File: src/rtl/mac_pkg.sv
// mac_pkg: shared defaults and controller state encoding for the MAC feeder.
package mac_pkg;
  localparam int DATA_WIDTH_DEF = 8;
  localparam int FIFO_DEPTH_DEF = 8;
  localparam int LEN_WIDTH_DEF = 8;
  typedef enum logic [2:0] {IDLE, CLEAR, RUN, DRAIN, DONE} state_t;
endpackage

File: src/rtl/mac_feeder_if.sv
// mac_feeder_if: operand push, command and MAC-drive signals of the feeder.
interface mac_feeder_if import mac_pkg::*; #(
  parameter int DATA_WIDTH = DATA_WIDTH_DEF,
  parameter int LEN_WIDTH = LEN_WIDTH_DEF
);
  logic                  a_wr_en;
  logic [DATA_WIDTH-1:0] a_wr_data;
  logic                  a_full;
  logic                  b_wr_en;
  logic [DATA_WIDTH-1:0] b_wr_data;
  logic                  b_full;
  logic                  start;
  logic [LEN_WIDTH-1:0]  len;
  logic                  busy;
  logic                  done;
  logic                  mac_en;
  logic                  mac_clr;
  logic [DATA_WIDTH-1:0] mac_a;
  logic [DATA_WIDTH-1:0] mac_b;
  modport master (
    output a_wr_en, a_wr_data, b_wr_en, b_wr_data, start, len,
    input  a_full, b_full, busy, done, mac_en, mac_clr, mac_a, mac_b
  );
  modport slave (
    input  a_wr_en, a_wr_data, b_wr_en, b_wr_data, start, len,
    output a_full, b_full, busy, done, mac_en, mac_clr, mac_a, mac_b
  );
endinterface

File: src/rtl/operand_fifo.sv
// operand_fifo: show-ahead operand FIFO; pushes while full are dropped.
module operand_fifo #(
  parameter int DATA_WIDTH = 8,
  parameter int FIFO_DEPTH = 8
) (
  input  logic                  clk,
  input  logic                  rst,
  input  logic                  wr_en,
  input  logic [DATA_WIDTH-1:0] wr_data,
  input  logic                  rd_en,
  output logic [DATA_WIDTH-1:0] rd_data,
  output logic                  full,
  output logic                  empty
);
  localparam int PW = $clog2(FIFO_DEPTH);
  logic [DATA_WIDTH-1:0] r_mem [FIFO_DEPTH];
  logic [PW-1:0] r_wptr, r_rptr;
  logic [PW:0] r_cnt;
  logic w_push, w_pop;
  assign full = r_cnt == (PW+1)'(FIFO_DEPTH);
  assign empty = r_cnt == '0;
  assign w_push = wr_en && !full;
  assign w_pop = rd_en && !empty;
  assign rd_data = r_mem[r_rptr];
  always_ff @(posedge clk)
    if (w_push) r_mem[r_wptr] <= wr_data;
  always_ff @(posedge clk or posedge rst)
    if (rst) begin
      r_wptr <= '0;
      r_rptr <= '0;
      r_cnt <= '0;
    end else begin
      r_wptr <= r_wptr + PW'(w_push);
      r_rptr <= r_rptr + PW'(w_pop);
      r_cnt <= r_cnt + (PW+1)'(w_push) - (PW+1)'(w_pop);
    end
endmodule

File: src/rtl/mac_feeder.sv
// mac_feeder: buffers A/B operands and streams exactly len pairs into a MAC.
module mac_feeder import mac_pkg::*; #(
  parameter int DATA_WIDTH = DATA_WIDTH_DEF,
  parameter int FIFO_DEPTH = FIFO_DEPTH_DEF,
  parameter int LEN_WIDTH = LEN_WIDTH_DEF
) (
  input logic clk,
  input logic rst,
  mac_feeder_if.slave io_bus
);
  state_t r_state, w_nxt;
  logic [LEN_WIDTH-1:0] r_rem, w_rem;
  logic [DATA_WIDTH-1:0] w_a_rd, w_b_rd, r_a, r_b;
  logic w_a_empty, w_b_empty, w_pop;
  logic r_busy, r_done, r_en, r_clr;
  operand_fifo #(.DATA_WIDTH(DATA_WIDTH), .FIFO_DEPTH(FIFO_DEPTH)) u_a_fifo (
    .clk(clk), .rst(rst), .wr_en(io_bus.a_wr_en), .wr_data(io_bus.a_wr_data),
    .rd_en(w_pop), .rd_data(w_a_rd), .full(io_bus.a_full), .empty(w_a_empty)
  );
  operand_fifo #(.DATA_WIDTH(DATA_WIDTH), .FIFO_DEPTH(FIFO_DEPTH)) u_b_fifo (
    .clk(clk), .rst(rst), .wr_en(io_bus.b_wr_en), .wr_data(io_bus.b_wr_data),
    .rd_en(w_pop), .rd_data(w_b_rd), .full(io_bus.b_full), .empty(w_b_empty)
  );
  assign w_pop = r_state == RUN && !w_a_empty && !w_b_empty;
  always_ff @(posedge clk or posedge rst)
    if (rst) begin
      r_state <= IDLE;
      r_rem <= '0;
    end else begin
      r_state <= w_nxt;
      r_rem <= w_rem;
    end
  always_comb begin
    w_nxt = r_state == IDLE  ? (io_bus.start ? CLEAR : IDLE) :
            r_state == CLEAR ? (r_rem == '0 ? DONE : RUN) :
            r_state == RUN   ? ((w_pop && r_rem == LEN_WIDTH'(1)) ? DRAIN : RUN) :
            r_state == DRAIN ? DONE : IDLE;
    w_rem = (r_state == IDLE && io_bus.start) ? io_bus.len :
            w_pop ? r_rem - LEN_WIDTH'(1) : r_rem;
  end
  // Outputs are registered from the next state so they line up with it.
  always_ff @(posedge clk or posedge rst)
    if (rst) begin
      r_busy <= 1'b0;
      r_done <= 1'b0;
      r_clr <= 1'b0;
      r_en <= 1'b0;
      r_a <= '0;
      r_b <= '0;
    end else begin
      r_busy <= w_nxt != IDLE;
      r_done <= w_nxt == DONE;
      r_clr <= w_nxt == CLEAR;
      r_en <= w_pop;
      if (w_pop) begin
        r_a <= w_a_rd;
        r_b <= w_b_rd;
      end
    end
  assign io_bus.busy = r_busy;
  assign io_bus.done = r_done;
  assign io_bus.mac_clr = r_clr;
  assign io_bus.mac_en = r_en;
  assign io_bus.mac_a = r_a;
  assign io_bus.mac_b = r_b;
endmodule

File: src/flat_wrapper.sv
// flat-port wrapper written by rule: the top's interface ports become plain ports
module mac_feeder_flat import mac_pkg::*;
#(
  parameter int DATA_WIDTH = DATA_WIDTH_DEF,
  parameter int FIFO_DEPTH = FIFO_DEPTH_DEF,
  parameter int LEN_WIDTH = LEN_WIDTH_DEF
)
  (clk, rst, io_bus_a_wr_en, io_bus_a_wr_data, io_bus_b_wr_en, io_bus_b_wr_data, io_bus_start, io_bus_len, io_bus_a_full, io_bus_b_full, io_bus_busy, io_bus_done, io_bus_mac_en, io_bus_mac_clr, io_bus_mac_a, io_bus_mac_b);
  mac_feeder_if #(.DATA_WIDTH(DATA_WIDTH), .LEN_WIDTH(LEN_WIDTH)) io_bus_i ();
  input logic clk;
  input logic rst;
  input wire logic [$bits(io_bus_i.a_wr_en)-1:0] io_bus_a_wr_en;
  input wire logic [$bits(io_bus_i.a_wr_data)-1:0] io_bus_a_wr_data;
  input wire logic [$bits(io_bus_i.b_wr_en)-1:0] io_bus_b_wr_en;
  input wire logic [$bits(io_bus_i.b_wr_data)-1:0] io_bus_b_wr_data;
  input wire logic [$bits(io_bus_i.start)-1:0] io_bus_start;
  input wire logic [$bits(io_bus_i.len)-1:0] io_bus_len;
  output wire logic [$bits(io_bus_i.a_full)-1:0] io_bus_a_full;
  output wire logic [$bits(io_bus_i.b_full)-1:0] io_bus_b_full;
  output wire logic [$bits(io_bus_i.busy)-1:0] io_bus_busy;
  output wire logic [$bits(io_bus_i.done)-1:0] io_bus_done;
  output wire logic [$bits(io_bus_i.mac_en)-1:0] io_bus_mac_en;
  output wire logic [$bits(io_bus_i.mac_clr)-1:0] io_bus_mac_clr;
  output wire logic [$bits(io_bus_i.mac_a)-1:0] io_bus_mac_a;
  output wire logic [$bits(io_bus_i.mac_b)-1:0] io_bus_mac_b;
  assign io_bus_i.a_wr_en = io_bus_a_wr_en;
  assign io_bus_i.a_wr_data = io_bus_a_wr_data;
  assign io_bus_i.b_wr_en = io_bus_b_wr_en;
  assign io_bus_i.b_wr_data = io_bus_b_wr_data;
  assign io_bus_i.start = io_bus_start;
  assign io_bus_i.len = io_bus_len;
  assign io_bus_a_full = io_bus_i.a_full;
  assign io_bus_b_full = io_bus_i.b_full;
  assign io_bus_busy = io_bus_i.busy;
  assign io_bus_done = io_bus_i.done;
  assign io_bus_mac_en = io_bus_i.mac_en;
  assign io_bus_mac_clr = io_bus_i.mac_clr;
  assign io_bus_mac_a = io_bus_i.mac_a;
  assign io_bus_mac_b = io_bus_i.mac_b;
  mac_feeder #(.DATA_WIDTH(DATA_WIDTH), .FIFO_DEPTH(FIFO_DEPTH), .LEN_WIDTH(LEN_WIDTH)) u_core (.clk(clk), .rst(rst), .io_bus(io_bus_i));
endmodule
File: config.mk
export PLATFORM = sky130hd
export DESIGN_NAME = mac_feeder_flat
export DESIGN_NICKNAME = d
export VERILOG_FILES = /design/src/rtl/mac_pkg.sv /design/src/rtl/mac_feeder_if.sv /design/src/rtl/operand_fifo.sv /design/src/rtl/mac_feeder.sv /design/src/flat_wrapper.sv
export SDC_FILE = /design/constraint.sdc
export NUM_CORES = 1
export LEC_CHECK = 0
export ABC_AREA = 1
export BUFFER_PORTS_ARGS = -buffer_cell sky130_fd_sc_hd__buf_2
export CAP_MARGIN = 20
export CORE_MARGIN = 8
export CORE_UTILIZATION = 35
export DETAILED_ROUTE_END_ITERATION = 16
export GPL_TIMING_DRIVEN = 0
export PLACE_DENSITY = 0.55
export SLEW_MARGIN = 20
export SYNTH_ARGS = -nofsm -noshare
export SYNTH_HDL_FRONTEND = slang
export SYNTH_HIERARCHICAL = 1
export SYNTH_SLANG_ARGS = --single-unit
File: constraint.sdc
create_clock -name clk -period 4.88 [get_ports clk]
set_input_delay 0.732 -clock clk [delete_from_list [all_inputs] [get_ports clk]]
set_output_delay 0.732 -clock clk [all_outputs]
set_load 0.02 [all_outputs]
==> results.ini <==
[final_layout]
layout_commonest_cell=nand2_1
layout-drive-gt1-share_pct=17.5
num_antenna_cells=0
nets=992
area_growth_pct=16.1
layout_common_cells=nand2_1 (296), inv_1 (172), edfxtp_1 (128), nand3_1 (76), buf_2 (55)

[sta]
fmax_mhz=358
hold_viol=0
period_share_pct=57.2
whs_ns=0.313
fin_skew_ns=0.00818
maxSlewViolCount=0
worst_pin_slew_ns=0.970
rsz0062_at_grt=no
setup_ws_ns=2.09
maxSlewHeadroom_pct=35.0
finalSetupViolations=0
min_period_ns=2.79
tns_ns=0

[placed_design]
dpl.hpwl_um=12700
portBuffers=50
place_congestion=0.795
dp_slack_ns=2.09

[die]
fp.dieH_um=171
core_um2=23500
pin_count=51
rows=56
die_x_um=171
die_area_um2=29200
start_util_pct=35.6

[logic_synthesis]
netlist_area_um2=8390
async_flop_share_pct=28.5
synth.distinct_cells=29
synthXorXnorAreaFrac_pct=0.939
ys.flop_type=edfxtp_1
yosysWarnings=6
synth_edf_count=128
synth_compound_area_share_pct=0.596
synth_cells=866
synth_mux_area_share_pct=0
synthAdderAreaFrac_pct=3.91
ys_ff_latch=179
syn_avg_cell_area_um2=9.69
yosys.area_share.simple_pct=22.2
synth_top_family_by_area=simple AND/OR/NAND/NOR gates
synth_fp_nets=920
seq_area_frac_synth_pct=61.0

[pwr]
power_mw=6.09
power_density_nw_per_um2=625
peakVddDrop_mv=0.307
total_leakage_power_nw=4.71

[worst_setup_path]
regToRegSetupSlack_ns=2.09
slowest_delay_ns=0.38
crit_path_end_kind=register
endpoint=u_core/u_a_fifo/r_cnt[2]
cp_common_cell=inv_1
cpMaxStageDelayCell=fa_1
required_ns=5.19
crit_start=u_core/u_a_fifo/r_cnt[2]
r2r_cells=15
path_class=register to register
r2r_start=u_core/u_a_fifo/r_cnt[2]
crit_path_cell_trace=inv_1, ha_1, inv_1, nor2_1, nor2_2, nand3_4, inv_4, buf_6, inv_1, nor2_1, ha_1, inv_1, ha_1, fa_1, xor2_1
crit_path_max_fanout=12
worstReg2RegEnd=u_core/u_a_fifo/r_cnt[2]
arrival_ns=3.11
cp-start-kind=register

[routing]
route.detailed.wl_per_inst_um=14.1
first_pass_iters=7
viasPerCell=4.29
routed_wl_um=18000
detailroute.via_count=5448
route.detailed.drc=0
initialDrtViolationCount=338
postRouteAntennaNets=0

[cts]
cts_tree=done
cts_made_buffers=17
cts_hold_buf=0
cts-root-buf=clkbuf_16
clk_pin_slew_ns=0.07
clkLatencyLatePin_ns=0.43
clock-sinks=179
clockBufferDepth=2
htreeDepth=4
cts_setup_buffers=0
cts_resized=0

[hold_path]
hold_class=primary input to asynchronous set/reset pin

[run]
cap_violations=0

[grt]
gr-usage-all-layers_pct=13.2
grt_overflow=0
grt_pass1_wl_um=29500
antenna_found_initial=2
grt_max_degree=32
grt_pass1_vias=5518

[outcome]
status=completed

==> how the worst min path moves through the flow <==
stage | start | endpoint | slack (ns) | cells after the start
after global placement | u_core/io_bus.mac_b[5] | u_core/io_bus.mac_b[5] | 0.46 | 2
final | rst | u_core/u_b_fifo/r_rptr[1] | 0.31 | 2
after global routing | rst | u_core/u_a_fifo/r_rptr[1] | 0.34 | 2
after floorplan | u_core/r_rem[1] | u_core/r_rem[1] | 0.47 | 2
after CTS | rst | u_core/u_b_fifo/r_cnt[2] | 0.31 | 2
after detailed placement | u_core/io_bus.mac_b[0] | u_core/io_bus.mac_b[0] | 0.46 | 2
==> metrics by stage <==
stage / instance area [µm²] / utilization (%) / instances
finish: 9740 / 41.4 / 1270
global route: 9740 / 41.4 / 1270
CTS: 9740 / 41.4 / 1270
detailed placement: 9140 / 38.8 / 1238
global placement: 9040 / 38.4 / 1235
floorplan: 8390 / - / 866
==> cell families after synthesis <==
| family | Yosys count |
|---|---|
| AO/OA/AOI/OAI | 8 |
| XOR/XNOR | 9 |
| adder cells (fa/ha/maj) | 25 |
| buffers and inverters | 209 |
| flip-flops | 179 |
| AND/OR/NAND/NOR | 436 |
==> flip-flops by register name, summed over array words and instances, names as in the netlist <==
signal,flops
u_core/u_a_fifo/r_mem,64
u_core/u_b_fifo/r_mem,64
u_core/io_bus.mac_a,8
u_core/io_bus.mac_b,8
u_core/r_rem,8
u_core/u_a_fifo/r_cnt,4
u_core/u_b_fifo/r_cnt,4
u_core/r_state,3
u_core/u_a_fifo/r_rptr,3
u_core/u_a_fifo/r_wptr,3
u_core/u_b_fifo/r_rptr,3
u_core/u_b_fifo/r_wptr,3
u_core/io_bus.busy,1
u_core/io_bus.done,1
u_core/io_bus.mac_clr,1
u_core/io_bus.mac_en,1
==> area by class of cell <==
class	count	area [µm²]
flip-flops and latches	179	5120
inverters	182	691
fillers	2339	13800
multi-input cells	478	2400
well taps	319	399
plain buffers	27	258
clock inverters	12	143
clock buffers	20	458
repair buffers	53	273
==> report_power, final <==
| part | switching (mW) | total (mW) | internal (mW) |
|---|---|---|---|
| sequential | 0.189 | 2.21 | 2.02 |
| clock | 0.585 | 1.38 | 0.796 |
| combinational | 1.63 | 2.49 | 0.864 |
==> Yosys cell counts (6+ instances only) <==
cell type | count | share of area, %
dfrtp_1 | 51 | 15
nand2_1 | 296 | 13
nor3_1 | 17 | 1.0
edfxtp_1 | 128 | 46
buf_4 | 6 | 0.54
ha_1 | 23 | 3.4
nand2_2 | 20 | 1.5
xor2_1 | 9 | 0.94
inv_1 | 173 | 7.7
buf_6 | 14 | 1.9
nand3_1 | 76 | 4.5
nor2_1 | 15 | 0.67
==> critical path: cells and delay by family, from the launching register on <==
| family | cells | cell delay (ns) |
|---|---|---|
| DFF | 1 | 0.36 |
| xor gates and xnor gates | 1 | 0.15 |
| and+or+nand+nor | 4 | 0.64 |
| adders and majority gates | 4 | 1.05 |
| buffers and inverters | 6 | 0.47 |
==> per-layer routing <==
layer  vias to the layer above  global-route usage, %  part of all wire (%)
li1                       2826                      -                     -
met5                         -                      0                  0.10
met2                        67                   20.6                    46
met4                         4                   4.99                   1.2
met3                        16                   2.79                   3.6
met1                      2535                   17.8                    49
Note: power is estimated with default switching activity, not from simulation.
